===== config.mk =====
export PLATFORM = sky130hd
export DESIGN_NAME = chunked_addsub_flat
export DESIGN_NICKNAME = d
export VERILOG_FILES = /design/src/rtl/chunked_addsub_pkg.sv /design/src/rtl/chunked_addsub_if.sv /design/src/rtl/chunked_addsub_chunk_adder.sv /design/src/rtl/chunked_addsub.sv /design/src/flat_wrapper.sv
export SDC_FILE = /design/constraint.sdc
export NUM_CORES = 1
export LEC_CHECK = 0
export BUFFER_PORTS_ARGS = -buffer_cell sky130_fd_sc_hd__buf_2
export CAP_MARGIN = 20
export CORE_UTILIZATION = 30
export DETAILED_ROUTE_END_ITERATION = 16
export GPL_TIMING_DRIVEN = 1
export HOLD_SLACK_MARGIN = 0.03
export PLACE_DENSITY = 0.59
export SLEW_MARGIN = 20
export SYNTH_ARGS = -nofsm -noshare
export SYNTH_HDL_FRONTEND = slang
export SYNTH_SLANG_ARGS = --single-unit

===== constraint.sdc =====
create_clock -name clk -period 4.2 [get_ports clk]
set_input_delay 0.84 -clock clk [delete_from_list [all_inputs] [get_ports clk]]
set_output_delay 0.84 -clock clk [all_outputs]
set_load 0.02 [all_outputs]

===== src/rtl/chunked_addsub_pkg.sv =====
// Shared definitions for the chunked add/sub datapath: operation select
// encoding, FSM state type and the per-bit full-adder helper.
package chunked_addsub_pkg;

  localparam logic SEL_ADD = 1'b0;
  localparam logic SEL_SUB = 1'b1;

  typedef enum logic [1:0] {
    ST_IDLE = 2'b00,
    ST_RUN  = 2'b01,
    ST_DONE = 2'b10
  } state_t;

  // Returns {carry_out, sum} for one bit position.
  function automatic logic [1:0] full_add(input logic a, input logic b, input logic ci);
    return {(a & b) | (ci & (a ^ b)), a ^ b ^ ci};
  endfunction

  // Index counter width; a single-chunk configuration still needs one bit.
  function automatic int idx_width(input int n);
    return (n > 1) ? $clog2(n) : 1;
  endfunction

endpackage


===== src/rtl/chunked_addsub_if.sv =====
// Request/result bundle between a requester and the chunked add/sub unit.
interface chunked_addsub_if #(
  parameter int WIDTH = 16
) ();

  logic             start;
  logic [WIDTH-1:0] x;
  logic [WIDTH-1:0] y;
  logic             sel;
  logic             ready;
  logic             busy;
  logic             done;
  logic [WIDTH-1:0] sum;
  logic             c_out;
  logic             overflow;
  logic             zero;
  logic             negative;

  modport master (
    output start, x, y, sel,
    input  ready, busy, done, sum, c_out, overflow, zero, negative
  );

  modport slave (
    input  start, x, y, sel,
    output ready, busy, done, sum, c_out, overflow, zero, negative
  );

endinterface


===== src/rtl/chunked_addsub_chunk_adder.sv =====
// Combinational CHUNK-bit ripple adder built from per-bit full adders; also
// exposes the carry into its top bit so the caller can form signed overflow.
module chunked_addsub_chunk_adder
  import chunked_addsub_pkg::*;
#(
  parameter int CHUNK = 4
) (
  input  logic [CHUNK-1:0] a,
  input  logic [CHUNK-1:0] b,
  input  logic             cin,
  output logic [CHUNK-1:0] s,
  output logic             cout,
  output logic             cmsb
);

  logic carry_s;

  // Ripple through the lower bits, capture the carry into the top bit, then finish.
  always_comb begin
    s       = '0;
    carry_s = cin;
    for (int i = 0; i < CHUNK - 1; i++) begin
      {carry_s, s[i]} = full_add(a[i], b[i], carry_s);
    end
    cmsb = carry_s;
    {carry_s, s[CHUNK-1]} = full_add(a[CHUNK-1], b[CHUNK-1], carry_s);
    cout = carry_s;
  end

endmodule


===== src/rtl/chunked_addsub.sv =====
// Multi-cycle two's-complement adder/subtractor: CHUNK bits per clock through a
// registered carry, with start/ready/done handshake and registered flags.
module chunked_addsub
  import chunked_addsub_pkg::*;
#(
  parameter int WIDTH = 16,
  parameter int CHUNK = 4
) (
  input  logic           clk,
  input  logic           reset,
  chunked_addsub_if.slave bus
);

  generate
    if ((CHUNK < 1) || (WIDTH < 2) || ((WIDTH % CHUNK) != 0)) begin : g_param_check
      $error("chunked_addsub: WIDTH must be >= 2 and a multiple of CHUNK");
    end
  endgenerate

  localparam int                NCHUNK   = WIDTH / CHUNK;
  localparam int                IDX_W    = idx_width(NCHUNK);
  localparam logic [IDX_W-1:0]  LAST_IDX = IDX_W'(NCHUNK - 1);

  state_t           state_r;
  state_t           state_nxt_s;
  logic             accept_s;
  logic             last_s;

  logic [WIDTH-1:0] a_r;
  logic [WIDTH-1:0] b_r;
  logic [WIDTH-1:0] sum_r;
  logic [WIDTH-1:0] sum_full_s;
  logic [IDX_W-1:0] idx_r;
  logic             carry_r;

  logic [CHUNK-1:0] a_chunk_s;
  logic [CHUNK-1:0] b_chunk_s;
  logic [CHUNK-1:0] s_chunk_s;
  logic             c_chunk_s;
  logic             cmsb_s;

  logic             ready_r;
  logic             busy_r;
  logic             done_r;
  logic             c_out_r;
  logic             overflow_r;
  logic             zero_r;
  logic             negative_r;

  assign last_s = (idx_r == LAST_IDX);

  // Select the active chunk and splice its result into the running sum.
  always_comb begin
    a_chunk_s  = a_r[idx_r*CHUNK +: CHUNK];
    b_chunk_s  = b_r[idx_r*CHUNK +: CHUNK];
    sum_full_s = sum_r;
    sum_full_s[idx_r*CHUNK +: CHUNK] = s_chunk_s;
  end

  chunked_addsub_chunk_adder #(
    .CHUNK (CHUNK)
  ) u_chunk_adder (
    .a    (a_chunk_s),
    .b    (b_chunk_s),
    .cin  (carry_r),
    .s    (s_chunk_s),
    .cout (c_chunk_s),
    .cmsb (cmsb_s)
  );

  // Next-state and accept decode; DONE can accept back-to-back.
  always_comb begin
    state_nxt_s = state_r;
    accept_s    = 1'b0;
    case (state_r)
      ST_IDLE: begin
        if (bus.start) begin
          state_nxt_s = ST_RUN;
          accept_s    = 1'b1;
        end else begin
          state_nxt_s = ST_IDLE;
        end
      end
      ST_RUN: begin
        if (last_s) begin
          state_nxt_s = ST_DONE;
        end else begin
          state_nxt_s = ST_RUN;
        end
      end
      ST_DONE: begin
        if (bus.start) begin
          state_nxt_s = ST_RUN;
          accept_s    = 1'b1;
        end else begin
          state_nxt_s = ST_IDLE;
        end
      end
      default: begin
        state_nxt_s = ST_IDLE;
        accept_s    = 1'b0;
      end
    endcase
  end

  // State register with handshake outputs registered from the next state.
  always_ff @(posedge clk or posedge reset) begin
    if (reset) begin
      state_r <= ST_IDLE;
      ready_r <= 1'b1;
      busy_r  <= 1'b0;
      done_r  <= 1'b0;
    end else begin
      state_r <= state_nxt_s;
      ready_r <= (state_nxt_s == ST_IDLE) || (state_nxt_s == ST_DONE);
      busy_r  <= (state_nxt_s == ST_RUN);
      done_r  <= (state_nxt_s == ST_DONE);
    end
  end

  // Operand capture on accept, one chunk per RUN edge, flags on the final chunk.
  always_ff @(posedge clk or posedge reset) begin
    if (reset) begin
      a_r        <= '0;
      b_r        <= '0;
      sum_r      <= '0;
      idx_r      <= '0;
      carry_r    <= 1'b0;
      c_out_r    <= 1'b0;
      overflow_r <= 1'b0;
      zero_r     <= 1'b0;
      negative_r <= 1'b0;
    end else if (accept_s) begin
      // Subtraction is x + ~y + 1: invert B here and seed the carry with sel.
      a_r     <= bus.x;
      b_r     <= bus.y ^ {WIDTH{bus.sel}};
      carry_r <= (bus.sel == SEL_SUB);
      idx_r   <= '0;
    end else if (state_r == ST_RUN) begin
      sum_r   <= sum_full_s;
      carry_r <= c_chunk_s;
      idx_r   <= last_s ? '0 : idx_r + IDX_W'(1);
      if (last_s) begin
        c_out_r    <= c_chunk_s;
        overflow_r <= c_chunk_s ^ cmsb_s;
        zero_r     <= (sum_full_s == '0);
        negative_r <= sum_full_s[WIDTH-1];
      end
    end
  end

  assign bus.ready    = ready_r;
  assign bus.busy     = busy_r;
  assign bus.done     = done_r;
  assign bus.sum      = sum_r;
  assign bus.c_out    = c_out_r;
  assign bus.overflow = overflow_r;
  assign bus.zero     = zero_r;
  assign bus.negative = negative_r;

endmodule


===== src/flat_wrapper.sv =====
// flat-port wrapper written by rule: the top's interface ports become plain ports
module chunked_addsub_flat import chunked_addsub_pkg::*;
#(
  parameter int WIDTH = 16,
  parameter int CHUNK = 4
)
  (clk, reset, bus_start, bus_x, bus_y, bus_sel, bus_ready, bus_busy, bus_done, bus_sum, bus_c_out, bus_overflow, bus_zero, bus_negative);
  chunked_addsub_if #(.WIDTH(WIDTH)) bus_i ();
  input  logic clk;
  input  logic reset;
  input wire logic [$bits(bus_i.start)-1:0] bus_start;
  input wire logic [$bits(bus_i.x)-1:0] bus_x;
  input wire logic [$bits(bus_i.y)-1:0] bus_y;
  input wire logic [$bits(bus_i.sel)-1:0] bus_sel;
  output wire logic [$bits(bus_i.ready)-1:0] bus_ready;
  output wire logic [$bits(bus_i.busy)-1:0] bus_busy;
  output wire logic [$bits(bus_i.done)-1:0] bus_done;
  output wire logic [$bits(bus_i.sum)-1:0] bus_sum;
  output wire logic [$bits(bus_i.c_out)-1:0] bus_c_out;
  output wire logic [$bits(bus_i.overflow)-1:0] bus_overflow;
  output wire logic [$bits(bus_i.zero)-1:0] bus_zero;
  output wire logic [$bits(bus_i.negative)-1:0] bus_negative;
  assign bus_i.start = bus_start;
  assign bus_i.x = bus_x;
  assign bus_i.y = bus_y;
  assign bus_i.sel = bus_sel;
  assign bus_ready = bus_i.ready;
  assign bus_busy = bus_i.busy;
  assign bus_done = bus_i.done;
  assign bus_sum = bus_i.sum;
  assign bus_c_out = bus_i.c_out;
  assign bus_overflow = bus_i.overflow;
  assign bus_zero = bus_i.zero;
  assign bus_negative = bus_i.negative;
  chunked_addsub #(.WIDTH(WIDTH), .CHUNK(CHUNK)) u_core (.clk(clk), .reset(reset), .bus(bus_i));
endmodule

==> flow_summary.yaml, run 1 <==
status:
  status: "complete, no violations"
timing:
  holdWs_ns: 0.4724
  skew_ns: 0.007166
  timing_hold_violations_final: 0
  finalCriticalPeriod_ns: 3.668
  slew_headroom_pct: 40.50
  timing.fmax_ghz: 0.2726
  setup_tns_ns: 0
  drv_slew: 0
  fin_ws_ns: 0.5319
  period_share_pct: 87.34
  setup_viol: 0
  rsz0062_at_grt: "false"
  worst_pin_slew_ns: 0.8912
layout:
  diodes: 0
  final_cell_mix: "nand2_1 (88), dfrtp_1 (59), buf_2 (58)"
  final_cell_count_no_fill: 491
  area_growth_pct: 23.31
  final_util_pct: 38.84
  drive_gt1_share_pct: 26.80
  fillers: 961
  nets: 403
  layout_commonest_cell: "nand2_1"
floorplan:
  fp.dieH_um: 101.2
  rows: 35
  dieArea_sq_um: 10240
  die_w_um: 101.2
  coreArea_sq_um: 9371
  ios: 59
  start_util_pct: 31.50
worst_setup_path:
  end_kind: "register"
  worst-path-max-fanout: 7
  crit_required_ns: 4.48
  critPathLaunchType: "register"
  critPathKind: "register to register"
  regToRegSetupSlack_ns: 0.53
  crit_arrival_ns: 3.94
placed_design:
  port_buffers: 58
  pre_cts_slack_ns: 0.5303
  dp_hpwl_mm: 4.762
  globalplace.congestion: 0.7524
  dp.cells: 475
clock_tree:
  clkTransAtPathRegs_ns: 0.07
  cts_max_level: 3
  cts_tree: "yes"
  cts.sinks: 60
  cts_made_buffers: 9
  post_cts_buffers: 0
  cts-root-buf: "clkbuf_8"
  ctsLongestPathBuffers: 2
  holdBufCountCts: 0
  clock_latency_ns: 0.34
  cts-resized-gates: 0
global_routing:
  busiest_layer: "met2"
  grt_overflow: 0
  antenna_found_initial: 0
  grt_util_met1_pct: 18.12
  grt_pass1_wl_mm: 11.14
  met2_usage_pct: 23.65
  met3_usage_pct: 3.175
  grt_max_degree: 44
  grt_pass1_vias: 2337
  track_usage_pct: 14.43
synthesis:
  ys.warnings.count: 0
  synthFlopType: "dfrtp_1"
  synth.avg_cell_area_sq_um: 10.01
  netlist_instances: 295
  syn_nets: 341
  async_flop_share_pct: 100.0
  yosysTopAreaCellShare_pct: 50.02
  yosys.cell_types.count: 39
  ys_seq_elements: 60
  synth.area.top_cells: "dfrtp_1 (50%), nand2_1 (11%), o21ai_0 (6.1%), mux4_2 (6.1%), xnor2_1 (5.0%)"
  ys_seq_area_share_pct: 50.91
  synth_edf_count: 0
  yosys.area.top_type: "dfrtp_1"
  synth_area_sq_um: 2952
route:
  ant_nets: 0
  dr.pass1.iters: 4
  num_vias: 2198
  initialDrtViolationCount: 61
  wire_per_inst_um: 12.98
  wl_mm: 6.372
  drc: 0
  viasPerCell: 4.477
power_and_ir_drop:
  switchingPower_mw: 1.300
  power.leakage_nw: 1.771
  seq_power_share_pct: 30.9
  peakVddDrop_mv: 0.3262
  swShare_pct: 40.93
  power.density_nw_per_um2: 872.5
  power_frac_comb_pct: 48.5
  power.share.clock_pct: 20.5
  p_int_mw: 1.876
run:
  drv_cap: 0
min_path:
  hold_class: "register to register"
## Yosys cell counts (2+ instances only)
cell       n
a31oi_1    2
fa_1       4
clkbuf_1   9
buf_2      3
nor2_1     6
o22ai_1    2
nand2b_1   2
mux2i_1    2
a21oi_1    2
nand2_1   88
or3b_2     2
nand3_1    3
o21ai_0   36
inv_1     16
dfrtp_1   59
ha_1       6
nor2b_1    5
a221o_1    2
xnor2_1   17
mux4_2     8
nor3_1     3
## final timing paths
| path | startpoint | to | depth (start not counted) |
|---|---|---|---|
| max in group asynchronous | reset | u_core.bus.sum[9] | 3 |
| hold reg to reg | u_core.a_r[11] | u_core.a_r[11] | 2 |
| min in group asynchronous | reset | u_core.bus.sum[1] | 2 |
| setup / recovery | u_core.idx_r[0] | u_core.bus.zero | 12 |
| hold / removal | u_core.a_r[11] | u_core.a_r[11] | 2 |
| setup reg to reg | u_core.idx_r[0] | u_core.bus.zero | 12 |
## stage by stage
step	total power, mW	cell area (sq um)
after floorplan	2.083	2952
final	3.176	3640
after global placement	2.539	3390
after global routing	3.460	3640
after detailed placement	2.558	3390
after CTS	3.215	3640
## cell type report
type	instances	area [sq um]	area share, %
clock buffers	12	155.1	4.263
clock inverters	4	95.09	2.613
inverters	16	60.06	1.650
multi-input cells	205	1323	36.34
flip-flops and latches	60	1503	41.29
well taps	129	161.4	4.435
repair buffers	65	342.8	9.419
## cell families after synthesis
group           Yosys count  share of synthesized area (%)
xor+xnor                 17                          5.044
fa+ha+maj                10                          5.257
buf+inv                  30                          4.281
mux                      11                          7.164
flops                    60                          50.91
simple gates            118                          17.68
compound gates           49                          9.665
## flip-flops by register name, summed over array words and instances (netlist names)
register / flops
u_core.a_r: 16
u_core.b_r: 16
u_core.bus.sum: 16
u_core.idx_r: 2
u_core.state_r: 2
u_core.bus.busy: 1
u_core.bus.c_out: 1
u_core.bus.done: 1
u_core.bus.negative: 1
u_core.bus.overflow: 1
u_core.bus.ready: 1
u_core.bus.zero: 1
u_core.carry_r: 1
## per-layer routing
layer  share of wire (%)  wire (um)
met1                  47       2996
met2                  47       2987
met5                   0          0
met3                 4.3        276
met4                 1.8        112
## power by group through the flow
stage	combinational, mW	clock [mW]	sequential [mW]
global placement	1.55	0	0.989
finish	1.54	0.652	0.982
global route	1.75	0.690	1.02
floorplan	1.04	0	1.04
detailed placement	1.56	0	0.995
CTS	1.56	0.664	0.987
## worst max-delay path: stages, from the launching register on
cell and delay (ns):
dfrtp_1 0.43, mux4_2 0.34, inv_1 0.05, fa_1 0.37, inv_1 0.08, fa_1 0.16, inv_1 0.05, fa_1 0.41
fa_1 0.66, a21boi_0 0.14, a221o_1 0.35, a2111oi_2 0.35, a32o_1 0.21
Power figures use the tool's default switching activity.
==> run 2, diff against run 1 <==
- ABC_AREA: default -> 0
- CTS_BUF_LIST: default -> sky130_fd_sc_hd__clkbuf_4
- SLEW_MARGIN: 20 -> default
==> run 2 against run 1 <==
Net effect: count of clock-buffer cells in the layout fell by 2; critical path type unchanged; sequential share of layout area rose by 0.84 points; largest power group unchanged; largest cell class unchanged; utilization fell by 0.77 points; cell count unchanged.
==> flow_summary.yaml, run 2 (synthesized netlist as in run 1, its figures left out) <==
status:
  status: "complete, no violations"
worst_setup_path:
  regToRegSetupSlack_ns: 0.50
  critPathLaunchType: "register"
  r2r_start: "u_core.idx_r[0]"
  critPathKind: "register to register"
  r2r-end: "u_core.bus.zero"
  crit_arrival_ns: 4.06
  end_kind: "register"
  crit_required_ns: 4.56
  reg2regPathDepth: 12
  worst-path-max-fanout: 7
route:
  wire_per_inst_um: 13.10
  num_vias: 2225
  initialDrtViolationCount: 85
  viasPerCell: 4.532
  drc: 0
  ant_nets: 0
  wl_mm: 6.434
  dr.pass1.iters: 4
layout:
  final_util_pct: 38.06
  drive_gt1_share_pct: 26.52
  nets: 403
  final_cell_mix: "nand2_1 (88), dfrtp_1 (59), buf_2 (58)"
  area_growth_pct: 20.86
  layout_commonest_cell: "nand2_1"
  seq_area_sq_um: 1503
  diodes: 0
  multi_input_area_sq_um: 1323
  fillers: 982
min_path:
  hold_depth: 2
  holdPathEnd: "u_core.a_r[11]"
  holdCritStartpoint: "u_core.a_r[11]"
  hold_class: "register to register"
floorplan:
  start_util_pct: 31.50
  ios: 59
  coreArea_sq_um: 9371
  fp.dieH_um: 101.2
  rows: 35
  dieArea_sq_um: 10240
  die_w_um: 101.2
global_routing:
  antenna_found_initial: 0
  grt_overflow: 0
  grt_max_degree: 44
  grt_pass1_vias: 2355
  grt_pass1_wl_mm: 11.28
  track_usage_pct: 14.56
timing:
  skew_ns: 0.01051
  setup_viol: 0
  rsz0062_at_grt: "false"
  period_share_pct: 88.17
  timing.fmax_ghz: 0.2701
  worst_pin_slew_ns: 0.8789
  finalCriticalPeriod_ns: 3.703
  timing_hold_violations_final: 0
  setup_tns_ns: 0
  drv_slew: 0
  slew_headroom_pct: 41.32
placed_design:
  port_buffers: 58
  globalplace.congestion: 0.7524
  dp_hpwl_mm: 4.762
clock_tree:
  ctsLongestPathBuffers: 2
  cts_max_level: 3
  cts-resized-gates: 0
  cts.sinks: 60
  clkTransAtPathRegs_ns: 0.10
  cts_made_buffers: 9
  cts-root-buf: "clkbuf_4"
  holdBufCountCts: 0
  cts_tree: "yes"
  clock_latency_ns: 0.42
  post_cts_buffers: 0
power_and_ir_drop:
  power.leakage_nw: 1.740
  power.density_nw_per_um2: 856.7
  peakVddDrop_mv: 0.2882
run:
  drv_cap: 0
run 2: cell type report:
type | count | share of cell area (%)
Sequential cell | 60 | 42.13
Multi-Input combinational cell | 205 | 37.07
Timing Repair Buffer | 65 | 9.611
Tap cell | 129 | 4.525
Clock inverter | 6 | 2.876
Clock buffer | 10 | 2.105
Inverter | 16 | 1.684
run 2: worst max-delay path by stage:
| stage | cells after the start | end | slack [ns] | start |
|---|---|---|---|---|
| after detailed placement | 12 | u_core.bus.zero | 0.53 | u_core.idx_r[0] |
| after global placement | 12 | u_core.bus.zero | 0.59 | u_core.idx_r[0] |
| after floorplan | 14 | u_core.bus.zero | 0.43 | u_core.idx_r[0] |
| after CTS | 12 | u_core.bus.zero | 0.50 | u_core.idx_r[0] |
| after global routing | 12 | u_core.bus.zero | 0.21 | u_core.idx_r[0] |
| final | 12 | u_core.bus.zero | 0.50 | u_core.idx_r[0] |
run 2: per-layer routing:
metal	global-route usage (%)	part of all wire, %
met5	0	0
met4	7.358	1.9
met3	2.761	4.3
met2	23.76	47
met1	18.55	47
run 2: through the flow:
step / area (sq um) / hold WS, ns / power (mW) / setup WS (ns) / std cells
6_report: 3567 / 0.4791 / 3.056 / 0.4971 / 491
4_1_cts: 3567 / 0.4841 / 3.087 / 0.5014 / 491
3_5_place_dp: 3390 / 0.4604 / 2.558 / 0.5303 / 475
5_1_grt: 3567 / 0.5191 / 3.331 / 0.2071 / 491
2_1_floorplan: 2952 / 0.4403 / 2.083 / 0.4269 / 295
3_3_place_gp: 3390 / 0.4557 / 2.539 / 0.5918 / 475
run 2: report_power, final:
| group | switching, mW | total [mW] | internal, mW |
|---|---|---|---|
| registers | 0.153 | 0.981 | 0.828 |
| logic | 0.934 | 1.56 | 0.622 |
| clock network | 0.216 | 0.520 | 0.303 |
run 2: worst max-delay path, cell delays in order (launching register included):
cell and delay (ns):
dfrtp_1 0.45, mux4_2 0.34, inv_1 0.05, fa_1 0.37, inv_1 0.08, fa_1 0.16, inv_1 0.05, fa_1 0.41
fa_1 0.66, a21boi_0 0.14, a221o_1 0.36, a2111oi_2 0.35, a32o_1 0.21
